### config.mk
export PLATFORM = sky130hd
export DESIGN_NAME = pending_priority_encoder_flat
export DESIGN_NICKNAME = d
export VERILOG_FILES = /design/src/rtl/pending_pe_pkg.sv /design/src/rtl/pending_priority_encoder_if.sv /design/src/rtl/pe_find_msb.sv /design/src/rtl/pending_priority_encoder.sv /design/src/flat_wrapper.sv
export SDC_FILE = /design/constraint.sdc
export NUM_CORES = 1
export LEC_CHECK = 0
export BUFFER_PORTS_ARGS = -buffer_cell sky130_fd_sc_hd__buf_2
export CORE_AREA = 2 2 39 41
export DETAILED_ROUTE_END_ITERATION = 16
export DIE_AREA = 0 0 41 43
export PLACE_DENSITY_LB_ADDON = 0.15
export REMOVE_ABC_BUFFERS = 1
export SETUP_SLACK_MARGIN = 0.02
export SYNTH_ARGS = -nofsm -noshare
export SYNTH_HDL_FRONTEND = slang
export SYNTH_SLANG_ARGS = --single-unit
### constraint.sdc
create_clock -name clk -period 1.6 [get_ports clk]
set_input_delay 0.08 -clock clk [delete_from_list [all_inputs] [get_ports clk]]
set_output_delay 0.08 -clock clk [all_outputs]
set_load 0.02 [all_outputs]
### src/rtl/pending_pe_pkg.sv
// rtl/pending_pe_pkg.sv - shared constants and helpers for pending_priority_encoder
package pending_pe_pkg;

  localparam int DEFAULT_WIDTH = 8;
  localparam int MAX_WIDTH     = 64;

  // One-hot vector with only bit idx set; callers size-cast to their width.
  function automatic logic [MAX_WIDTH-1:0] idx_to_onehot(input int unsigned idx);
    logic [MAX_WIDTH-1:0] v;
    v = '0;
    v[idx] = 1'b1;
    return v;
  endfunction

endpackage

### src/rtl/pending_priority_encoder_if.sv
// rtl/pending_priority_encoder_if.sv - valid/ready index port of pending_priority_encoder
interface pending_priority_encoder_if #(
  parameter int WIDTH = 8
) ();
  localparam int IDX_W = $clog2(WIDTH);

  logic [IDX_W-1:0] out_idx;
  logic             out_valid;
  logic             out_ready;

  modport master (output out_idx, output out_valid, input out_ready);
  modport slave  (input out_idx, input out_valid, output out_ready);
endinterface

### src/rtl/pe_find_msb.sv
// rtl/pe_find_msb.sv - highest set bit search in descending order starting at rot_i-1
module pe_find_msb #(
  parameter int WIDTH = 8,
  localparam int IDX_W = $clog2(WIDTH)
) (
  input  logic [WIDTH-1:0] vec_i,
  input  logic [IDX_W-1:0] rot_i,
  output logic             found_o,
  output logic [IDX_W-1:0] idx_o
);

  // Scan from lowest to highest priority so the last hit is the winner.
  // Priority step k examines bit (rot_i-1-k) mod WIDTH; rot_i=0 gives MSB-first.
  always_comb begin
    found_o = 1'b0;
    idx_o   = '0;
    for (int k = WIDTH - 1; k >= 0; k--) begin
      int j;
      j = (int'(rot_i) + WIDTH - 1 - k) % WIDTH;
      if (vec_i[j]) begin
        found_o = 1'b1;
        idx_o   = IDX_W'(j);
      end
    end
  end

endmodule

### src/rtl/pending_priority_encoder.sv
// rtl/pending_priority_encoder.sv - sticky pending requests, highest priority index out (PPE_ROUND_ROBIN_EN selects rotating priority)
module pending_priority_encoder
  import pending_pe_pkg::*;
#(
  parameter int WIDTH = DEFAULT_WIDTH,
  localparam int IDX_W = $clog2(WIDTH)
) (
  input  logic                        clk,
  input  logic                        rst,
  input  logic [WIDTH-1:0]            req_in,
  pending_priority_encoder_if.master  out_if,
  output logic [WIDTH-1:0]            pending_o,
  output logic                        overflow_o
);

  logic [WIDTH-1:0] pending_q, pending_d;
  logic             overflow_q, overflow_d;
  logic [IDX_W-1:0] rot;
  logic [IDX_W-1:0] sel_idx;
  logic             found;
  logic             accept;
  logic [WIDTH-1:0] acc_mask;

`ifdef PPE_ROUND_ROBIN_EN
  logic [IDX_W-1:0] ptr_q, ptr_d;

  // Pointer follows the last accepted index; held when nothing is accepted.
  always_comb begin
    ptr_d = ptr_q;
    if (accept) ptr_d = sel_idx;
  end

  // Rotation pointer register.
  always_ff @(posedge clk) begin
    if (rst) ptr_q <= '0;
    else     ptr_q <= ptr_d;
  end

  assign rot = ptr_q;
`else
  assign rot = '0;
`endif

  pe_find_msb #(.WIDTH(WIDTH)) u_find (
    .vec_i   (pending_q),
    .rot_i   (rot),
    .found_o (found),
    .idx_o   (sel_idx)
  );

  assign out_if.out_valid = found;
  assign out_if.out_idx   = sel_idx;
  assign pending_o        = pending_q;
  assign overflow_o       = overflow_q;

  // Accepted bit is cleared, new requests set; a same-cycle re-request wins.
  always_comb begin
    accept     = found && out_if.out_ready;
    acc_mask   = '0;
    if (accept) acc_mask = WIDTH'(idx_to_onehot(32'(sel_idx)));
    pending_d  = (pending_q & ~acc_mask) | req_in;
    overflow_d = overflow_q | (|(req_in & pending_q & ~acc_mask));
  end

  // Pending vector and sticky overflow flag.
  always_ff @(posedge clk) begin
    if (rst) begin
      pending_q  <= '0;
      overflow_q <= 1'b0;
    end else begin
      pending_q  <= pending_d;
      overflow_q <= overflow_d;
    end
  end

endmodule
### src/flat_wrapper.sv
// flat-port wrapper written by rule: the top's interface ports become plain ports
module pending_priority_encoder_flat import pending_pe_pkg::*;
#(
  parameter int WIDTH = DEFAULT_WIDTH,
  localparam int IDX_W = $clog2(WIDTH)
)
  (clk, rst, req_in, pending_o, overflow_o, out_if_out_idx, out_if_out_valid, out_if_out_ready);
  pending_priority_encoder_if #(.WIDTH(WIDTH)) out_if_i ();
  input  logic clk;
  input  logic rst;
  input  logic [WIDTH-1:0] req_in;
  output logic [WIDTH-1:0] pending_o;
  output logic overflow_o;
  output wire logic [$bits(out_if_i.out_idx)-1:0] out_if_out_idx;
  output wire logic [$bits(out_if_i.out_valid)-1:0] out_if_out_valid;
  input wire logic [$bits(out_if_i.out_ready)-1:0] out_if_out_ready;
  assign out_if_out_idx = out_if_i.out_idx;
  assign out_if_out_valid = out_if_i.out_valid;
  assign out_if_i.out_ready = out_if_out_ready;
  pending_priority_encoder #(.WIDTH(WIDTH)) u_core (.clk(clk), .rst(rst), .req_in(req_in), .out_if(out_if_i), .pending_o(pending_o), .overflow_o(overflow_o));
endmodule
Word-level counts from Yosys, hierarchy flattened

Index checks and enable logic that the tools add are counted.

Bits of input ports: 11
Flip-flop bits (word level): 9
Output and inout port bits: 13

Bitwise logic cells: 6
Magnitude comparators: 2
Mux-type cells: 18
Reductions and logical operators: 3

Operators with widths:

| operator           | count |
|---|---|
| $and 8x8->8        | 3 |
| $mux 3             | 6 |
| $mux 1             | 10 |
| $mux 8             | 1 |
| $not 8->8          | 1 |
| $or 8x8->8         | 1 |
| $reduce_or 8->1    | 1 |
| $lt 3x7->1 const B | 1 |
| $demux 1 s3        | 1 |
| $ge 3x1->1 const B | 1 |
| $logic_and 1x1->1  | 2 |
| $or 1x1->1         | 1 |

Logic depth before layout (Yosys ltp)

Gate-level depths: netlist of run 1.

Depth in word-level cells: 16
Depth in mapped cells: 6
Depth with buffers taken out: 5

By module

From an unflattened synthesis of run 1, not the netlist that was laid out.

Cells, all modules: 149
Area, all modules: 1,441.4 µm²

Modules (own cells, without submodules):

| module                   | times used | area an instance (µm²) | cells each |
|---|---|---|---|
| pe_find_msb              | 1          | 1,012.2                | 100 |
| pending_priority_encoder | 1          | 429.2                  | 49 |

Worst setup path before layout of run 1

Ideal clock, no wire load.

Path type: register -> register
Start point: register u_core.pending_q[6], in the netlist u_core.pending_o[6]
End point: register u_core.pending_q[0], in the netlist u_core.pending_o[0]
Library setup time: 0.129 ns
Path slack: -0.017 ns
Stages on the path, launching flop included: 7
Required time: 1.471 ns
Buffers on the path: 1
Data arrival time: 1.488 ns
Period minus slack after synthesis: 1.617 ns
Cells stage by stage: dfxtp_1 > buf_6 > inv_1 > a21o_2 > a21o_1 > o41ai_1 > a21oi_1

Cells in the longest elaborated chain, start to end: 10

RTL lines:

| item                                                           | RTL line                       | source |
|---|---|---|
| from (decl)                                                    | pending_priority_encoder.sv:16 | `logic [WIDTH-1:0] pending_q, pending_d;` |
| from (signal assigned)                                         | pending_priority_encoder.sv:71 | `pending_q <= pending_d;` |
| $mux 3 * (2 in series)                                         | pe_find_msb.sv:20              | `if (vec_i[j]) begin` |
| net out_if_out_idx[0]                                          | flat_wrapper.sv:14             | `output wire logic [$bits(out_if_i.out_idx)-1:0] out_if_out_idx;` |
| $lt 3x7->1 (implied by the code) or $ge 3x1->1 (tied branches) | pending_pe_pkg.sv:11           | `v[idx] = 1'b1;` |
| $logic_and 1x1->1 (implied by the code)                        | pending_pe_pkg.sv:11           |  |
| $mux 1 (implied by the code)                                   | pending_pe_pkg.sv:11           |  |
| $demux 1 s3 *                                                  | pending_pe_pkg.sv:11           |  |
| $mux 8 *                                                       | pending_priority_encoder.sv:60 | `if (accept) acc_mask = WIDTH'(idx_to_onehot(32'(sel_idx)));` |
| $not 8->8 *                                                    | pending_priority_encoder.sv:61 | `pending_d = (pending_q & ~acc_mask) \| req_in;` |
| $and 8x8->8 *                                                  | pending_priority_encoder.sv:61 |  |
| $or 8x8->8 *                                                   | pending_priority_encoder.sv:61 |  |

Mark *: on every way through the listed nets, which the timed path passes. The rest lies on a longest branch.
A chain may end at the register's enable or synchronous reset.

Final worst setup path of run 1

Start point: register u_core.pending_q[7], in the netlist u_core.pending_o[7]
End point: register u_core.overflow_q, in the netlist u_core.overflow_o

Cells in the longest elaborated chain, start to end: 10

RTL lines:

| item                                                           | RTL line                       | source |
|---|---|---|
| $mux 3                                                         | pe_find_msb.sv:20              |  |
| $lt 3x7->1 (implied by the code) or $ge 3x1->1 (tied branches) | pending_pe_pkg.sv:11           |  |
| $logic_and 1x1->1 (implied by the code)                        | pending_pe_pkg.sv:11           |  |
| $mux 1 (implied by the code)                                   | pending_pe_pkg.sv:11           |  |
| $demux 1 s3                                                    | pending_pe_pkg.sv:11           |  |
| $mux 8                                                         | pending_priority_encoder.sv:60 |  |
| $not 8->8                                                      | pending_priority_encoder.sv:62 | `overflow_d = overflow_q \| (\|(req_in & pending_q & ~acc_mask));` |
| $and 8x8->8 *                                                  | pending_priority_encoder.sv:62 |  |
| $reduce_or 8->1 *                                              | pending_priority_encoder.sv:62 |  |
| $or 1x1->1 *                                                   | pending_priority_encoder.sv:62 |  |
| to (signal assigned)                                           | pending_priority_encoder.sv:72 | `overflow_q <= overflow_d;` |
| to (decl)                                                      | pending_priority_encoder.sv:17 | `logic overflow_q, overflow_d;` |

Mark *: on every way between the ends. The rest lies on a longest branch, timed or not.

==> results by group, run 1 <==
Die
  • Die H: 43 um
  • FP Rows: 14
  • Starting density of the core: 37.70%
  • Number of primary I/O pins: 24
  • Floorplan core area: 1384 um2
  • Floorplan die width: 41 um
  • Die Footprint: 1763 um2

Route
  • Wire length per cell: 12.39 um
  • Total wire length: 1363 um
  • Routed vias/inst: 5.273
  • DRC Markers: 0
  • First-pass DRT Iterations: 4
  • Post-route antenna net violation count: 0
  • Detailed router's first-iteration violation count: 10
  • Routed via count: 580

Timing
  • Slew HR: 80.14%
  • Worst Hold Slack: 44.35 ps
  • Setup_tns: 0 ps
  • Final period util: 95.76%
  • Clock Skew: 2.033 ps
  • Final slew viol count: 0
  • Fin worst setup slack: 67.81 ps
  • Final critical path time including I/O delays and setup: 1532 ps
  • RSZ-0062 raised after global routing: no
  • Worst-Margin Slew: 295.6 ps
  • Setup Viol. Count Final: 0
  • Final hold vios: 0
  • Achievable Freq: 652.7 MHz

Setup path
  • Maximum fanout encountered on the critical timing path: 5
  • Crit path kind: reg2reg
  • Data arrival time at the worst-slack endpoint: 1670 ps
  • Sort of element at the end of the critical path: flop
  • Critical path launch point type: flop
  • Cell-by-cell listing of the critical path: nand2b_4 > or3_1 > and3_1 > a311oi_2 > a31oi_1
  • Slowest-stage cell, CP: dfxtp_1
  • Delay of the slowest cell on the worst path: 370 ps
  • Data required time of the critical path: 1740 ps

Logic synthesis
  • Synthesized area per cell: 7.905 um2
  • Most frequently used flop master after synthesis: dfxtp_1
  • Area of the mapped netlist: 521.8 um2
  • Ys async rst share: 0%
  • Biggest area consumer among synthesized cells: dfxtp_1
  • Synth top area share: 34.53%
  • Number of enable flip-flop cells after synthesis: 0
  • Warnings, synthesis: 0
  • Share of the yosys chip area belonging to registers: 34.53%
  • Gate count after technology mapping: 66
  • Cell types with the largest area share after synthesis: dfxtp_1, nor2_1, a21oi_1
  • Number of distinct library cells after synthesis: 26
  • Post-synthesis sequential element count: 9

Final layout
  • Share of layout cells above drive strength 1: 39.36%
  • Multi-input gate area: 312.8 um2
  • Area added between synthesis and finish: 34.53%
  • Count of antenna diodes in the layout: 0
  • Final #Nets: 106
  • Area of all sequential standard cells: 182.7 um2
  • Finished Layout Cells: 110
  • Number of inserted filler cells in the final layout: 132

Run status
  • Outcome: finished clean

GRT
  • Number of antenna violations at the first check in global routing: 0
  • GRT Residual Overflow: 0
  • Vias in the first global route: 484
  • Largest net degree at the start of global routing: 10
  • Global-route usage over all layers: 17.54%
  • Wire length of the first global-routing pass: 2021 um

Run
  • Max-Cap Viols: 0

Clock tree
  • CTS tree: done
  • Cts bufs inserted: 3
  • Max clock buf depth: 2
  • CTS Sinks: 9
  • Number of H-tree branching levels: 1
  • Root Driver: clkbuf_4
  • Worst-path clk slew: 60 ps
  • Later-pin clock latency in the skew report: 260 ps

Placed design
  • Worst setup slack before clock tree synthesis: 43.12 ps
  • Placed instance count: 106
  • Port Buffers: 23
  • Sum of net half-perimeters after detailed placement: 1020 um
  • Routability-driven placement congestion ratio: 0.7711

Pwr
  • Static Leakage: 0.3328 nW
  • Largest vdd supply drop: 0.4039 mV
  • PwrDens: 893.7 nW/um2

Min path
  • Hold/Removal Path Class: in2reg
-- cells in the final DEF, fill, tap and decap left out --
cell type / n
buf_2: 23
nor2_1: 12
dfxtp_1: 7
inv_1: 6
a21oi_1: 6
nand2_1: 5
clkbuf_4: 3
buf_4: 3
a31oi_1: 2
nor3_1: 2
a21boi_0: 2
a311oi_1: 2
dfxtp_2: 2
nand2b_1: 1
a21o_2: 1
a21o_1: 1
o31ai_1: 1
nor4_4: 1
nand3_1: 1
nand2b_4: 1
or3_1: 1
nand2_2: 1
o21ba_2: 1
and3_1: 1
a311oi_2: 1
a32oi_1: 1
a311o_1: 1
nor4_1: 1
a21boi_1: 1
a2bb2oi_1: 1
o41ai_1: 1
clkbuf_1: 1
-- synth_stat cells, types with 2 or more instances --
| cell | number |
|---|---|
| a21oi_1 | 6 |
| a311oi_1 | 3 |
| a21boi_0 | 3 |
| a31oi_1 | 2 |
| nand2_1 | 6 |
| nor2_1 | 12 |
| inv_1 | 6 |
| nor3_1 | 2 |
| dfxtp_1 | 9 |
-- what timing repair did --
item | in CTS | in global routing
gates cloned | 0 | 0
setup buffers | 0 | 0
pin swaps | 0 | 2
hold buffers | 0 | 0
endpoints found under the setup margin | 1 | 1
resized for setup | 1 | 4
-- worst max-delay path: cells and delay by family, from the launching register on --
family | cells | cell delay [ps]
DFF | 1 | 370
AOI/OAI and AO/OA | 2 | 340
and+or+nand+nor | 3 | 710
-- metal layers --
| layer | share of wire, % | track usage (%) | wire, um | vias up |
|---|---|---|---|---|
| li1 | - | - | - | 294 |
| met1 | 45 | 25.41 | 612 | 265 |
| met2 | 47 | 20.63 | 639 | 17 |
| met3 | 5.2 | 3.665 | 71 | 4 |
| met4 | 2.9 | 15.33 | 40 | 0 |
| met5 | 0 | 0 | 0 | - |
-- cell type report --
cell class                 instances  area share, %
inverter                           6          3.209
clock buffer                       4          3.743
tap                               16          2.852
sequential                         9          26.02
timing repair buffer              26          19.61
multi-input combinational         49          44.56
-- through the flow --
step                util, %  cell area (um2)  total power, mW
floorplan                 -            506.7           0.3788
global placement      48.01            664.4           0.4493
detailed placement    48.01            664.4           0.4487
CTS                   50.00            691.9           0.6296
global route          50.72            701.9           0.6728
finish                50.72            701.9           0.6273
-- sequential cells by signal, summed over array words and instances (netlist names) --
| register | cells |
|---|---|
| u_core.overflow_o | 1 |
| u_core.pending_o | 8 |
-- worst paths after layout --
path                                     startpoint             endpoint  slack, ps  cells after the start
worst min-delay path                      req_in[2]  u_core.pending_o[2]         40                      3
worst max-delay path            u_core.pending_o[7]    u_core.overflow_o         70                      5
worst min register to register  u_core.pending_o[0]  u_core.pending_o[0]        520                      2
worst max register to register  u_core.pending_o[7]    u_core.overflow_o         70                      5
-- kinds of logic after synthesis --
logic type / after synthesis / synth area share, %
AOI/OAI and AO/OA: 22 / 30.94
buffers and inverters: 8 / 7.193
DFF: 9 / 34.53
and+or+nand+nor: 27 / 27.34
-- report_power, final --
part | switching (mW) | internal (mW) | total [mW]
clock | 0.0811 | 0.0962 | 0.177
combinational | 0.102 | 0.0779 | 0.180
sequential | 0.0276 | 0.243 | 0.270
total | 0.211 | 0.417 | 0.627
(Power assumes the default switching activity.)
==> run 2, diff against run 1 <==
- PLACE_DENSITY_LB_ADDON: 0.15 -> 0.2
==> results by group, run 2 (same netlist as run 1, synthesis figures left out) <==
Die
  • FP Rows: 14 (unchanged)
  • Starting density of the core: 37.70% (unchanged)
  • Die Footprint: 1763 um2 (unchanged)
  • Floorplan die width: 41 um (unchanged)
  • Floorplan core area: 1384 um2 (unchanged)
  • Number of primary I/O pins: 24 (unchanged)
  • Die H: 43 um (unchanged)

Pwr
  • PwrDens: 882.5 nW/um2 (-1.3%)
  • Net Sw Frac: 33.26% (-0.32 points)
  • Power share of the sequential group: 42.1% (-1.0 points)
  • Largest vdd supply drop: 0.4178 mV (+3.4%)
  • Combinational share of power: 30.1% (+1.4 points)
  • Cell-internal power: 0.4208 mW (+0.99%)
  • Total power after layout: 0.6305 mW (+0.50%)
  • Total net switching power: 0.2097 mW (-0.45%)
  • Static Leakage: 0.3423 nW (+2.9%)
  • Power share of the clock group: 27.8% (-0.5 points)

GRT
  • Vias in the first global route: 489 (+1.0%)
  • Global-route usage over all layers: 17.02% (-0.52 points)
  • GRT Residual Overflow: 0 (unchanged)
  • Wire length of the first global-routing pass: 2042 um (+1.0%)
  • Largest net degree at the start of global routing: 10 (unchanged)
  • Number of antenna violations at the first check in global routing: 0 (unchanged)

Clock tree
  • Worst-path clk slew: 60 ps (about the same)
  • Post_cts resized: 0 (-1)
  • Max clock buf depth: 2 (unchanged)
  • Post-CTS repair timing setup buffer count: 0 (unchanged)
  • Root Driver: clkbuf_4
  • Cts bufs inserted: 3 (unchanged)
  • Later-pin clock latency in the skew report: 260 ps (about the same)
  • Number of buffers added to fix hold violations after cts: 0 (unchanged)
  • CTS tree: done
  • CTS Sinks: 9 (unchanged)
  • Number of H-tree branching levels: 1 (unchanged)

Timing
  • RSZ-0062 raised after global routing: no
  • Setup_tns: 0 ps (unchanged)
  • Fin worst setup slack: 105.2 ps (+37.44 ps)
  • Worst-Margin Slew: 282.5 ps (-13.16 ps)
  • Setup Viol. Count Final: 0 (unchanged)
  • Final critical path time including I/O delays and setup: 1495 ps (-37.44 ps)
  • Clock Skew: 5.548 ps (+3.515 ps)
  • Final slew viol count: 0 (unchanged)
  • Achievable Freq: 669.0 MHz (+2.5%)
  • Slew HR: 81.03% (+0.89 points)
  • Final hold vios: 0 (unchanged)
  • Worst Hold Slack: 41.84 ps (-2.513 ps)
  • Final period util: 93.42% (-2.3 points)

Final layout
  • Number of flip-flops under the largest register name: 8 (unchanged)
  • Number of inserted filler cells in the final layout: 141 (+6.8%)
  • Share of layout cells above drive strength 1: 39.58% (+0.22 points)
  • Area added between synthesis and finish: 36.93%
  • Count of antenna diodes in the layout: 0 (unchanged)
  • Leading cell type in the layout, fill and taps excluded: buf_2
  • Final #Nets: 108 (+1.9%)
  • Share of the core filled with cells: 51.63% (+0.90 points)
  • Commonest non-fill, non-tap cells in the layout: buf_2, nor2_1, dfxtp_1

Route
  • Total wire length: 1352 um (-0.81%)
  • Post-route antenna net violation count: 0 (unchanged)
  • Routed via count: 596 (+2.8%)
  • Routed vias/inst: 5.321 (+0.92%)
  • Wire length per cell: 12.07 um (-2.6%)
  • First-pass DRT Iterations: 4 (unchanged)
  • Detailed router's first-iteration violation count: 16 (+6)
  • DRC Markers: 0 (unchanged)

Setup path
  • Maximum fanout encountered on the critical timing path: 5 (unchanged)
  • Delay of the slowest cell on the worst path: 350 ps (-20 ps)
  • Critical path launch point type: flop
  • Kind of cell with the highest combined delay on the critical path: simple AND/OR/NAND/NOR gates
  • Crit path kind: reg2reg
  • Cell-by-cell listing of the critical path: nand2b_4 > or3_1 > and3_1 > a311oi_2 > a31oi_1
  • FF-to-FF setup slack: 110 ps (+40 ps)
  • Sort of element at the end of the critical path: flop
  • Slowest-stage cell, CP: dfxtp_2
  • Buffers plus inverters on the worst setup path: 0 (unchanged)
  • Data arrival time at the worst-slack endpoint: 1640 ps (-30 ps)
  • Data required time of the critical path: 1740 ps (about the same)

Placed design
  • Port Buffers: 23 (unchanged)
  • Sum of net half-perimeters after detailed placement: 1055 um (+3.4%)
  • Worst setup slack before clock tree synthesis: 60.72 ps (+17.60 ps)
  • Routability-driven placement congestion ratio: 0.8094 (+5.0%)

Run status
  • Outcome: finished clean

Run
  • Max-Cap Viols: 0 (unchanged)

Min path
  • Hold/Removal Path Class: in2reg
-- run 2: worst reg2reg max path, stage by stage (launching register included) --
cell and delay (ps):
dfxtp_2 350, nand2b_4 150, or3_1 330, and3_1 200, a311oi_2 230, a31oi_1 100
-- run 2: layout make-up --
type | instances | area [um2] | share of cell area (%)
Clock buffer | 4 | 26.28 | 3.678
Tap cell | 16 | 20.02 | 2.802
Multi-Input combinational cell | 49 | 310.3 | 43.43
Sequential cell | 9 | 182.7 | 25.57
Inverter | 6 | 22.52 | 3.152
Timing Repair Buffer | 28 | 152.6 | 21.37
-- run 2: final timing paths --
| kind | from | to | cells after the start |
|---|---|---|---|
| hold / removal | req_in[4] | u_core.pending_o[4] | 3 |
| hold reg to reg | u_core.pending_o[0] | u_core.pending_o[0] | 2 |
| setup / recovery | u_core.pending_o[7] | u_core.overflow_o | 5 |
| setup reg to reg | u_core.pending_o[7] | u_core.overflow_o | 5 |
-- run 2: routing by layer --
metal	share of wire, %	vias up	track usage (%)
met5	0	-	0
met4	0	0	6.000
met3	9.4	0	6.283
met2	47	35	23.44
met1	43	263	23.70
li1	-	298	-
-- run 2: power groups by stage --
stage	clock network [mW]	registers [mW]	logic, mW
2_1_floorplan	0	0.292	0.0868
3_3_place_gp	0	0.269	0.186
3_5_place_dp	0	0.269	0.187
4_1_cts	0.183	0.264	0.187
5_1_grt	0.196	0.268	0.206
6_report	0.175	0.265	0.190
-- run 2: per-stage QoR --
| step | cells | instance area (um2) |
|---|---|---|
| 2_1_floorplan | 64 | 506.7 |
| 5_1_grt | 112 | 714.4 |
| 6_report | 112 | 714.4 |
| 4_1_cts | 112 | 705.7 |
| 3_5_place_dp | 108 | 679.4 |
| 3_3_place_gp | 108 | 679.4 |
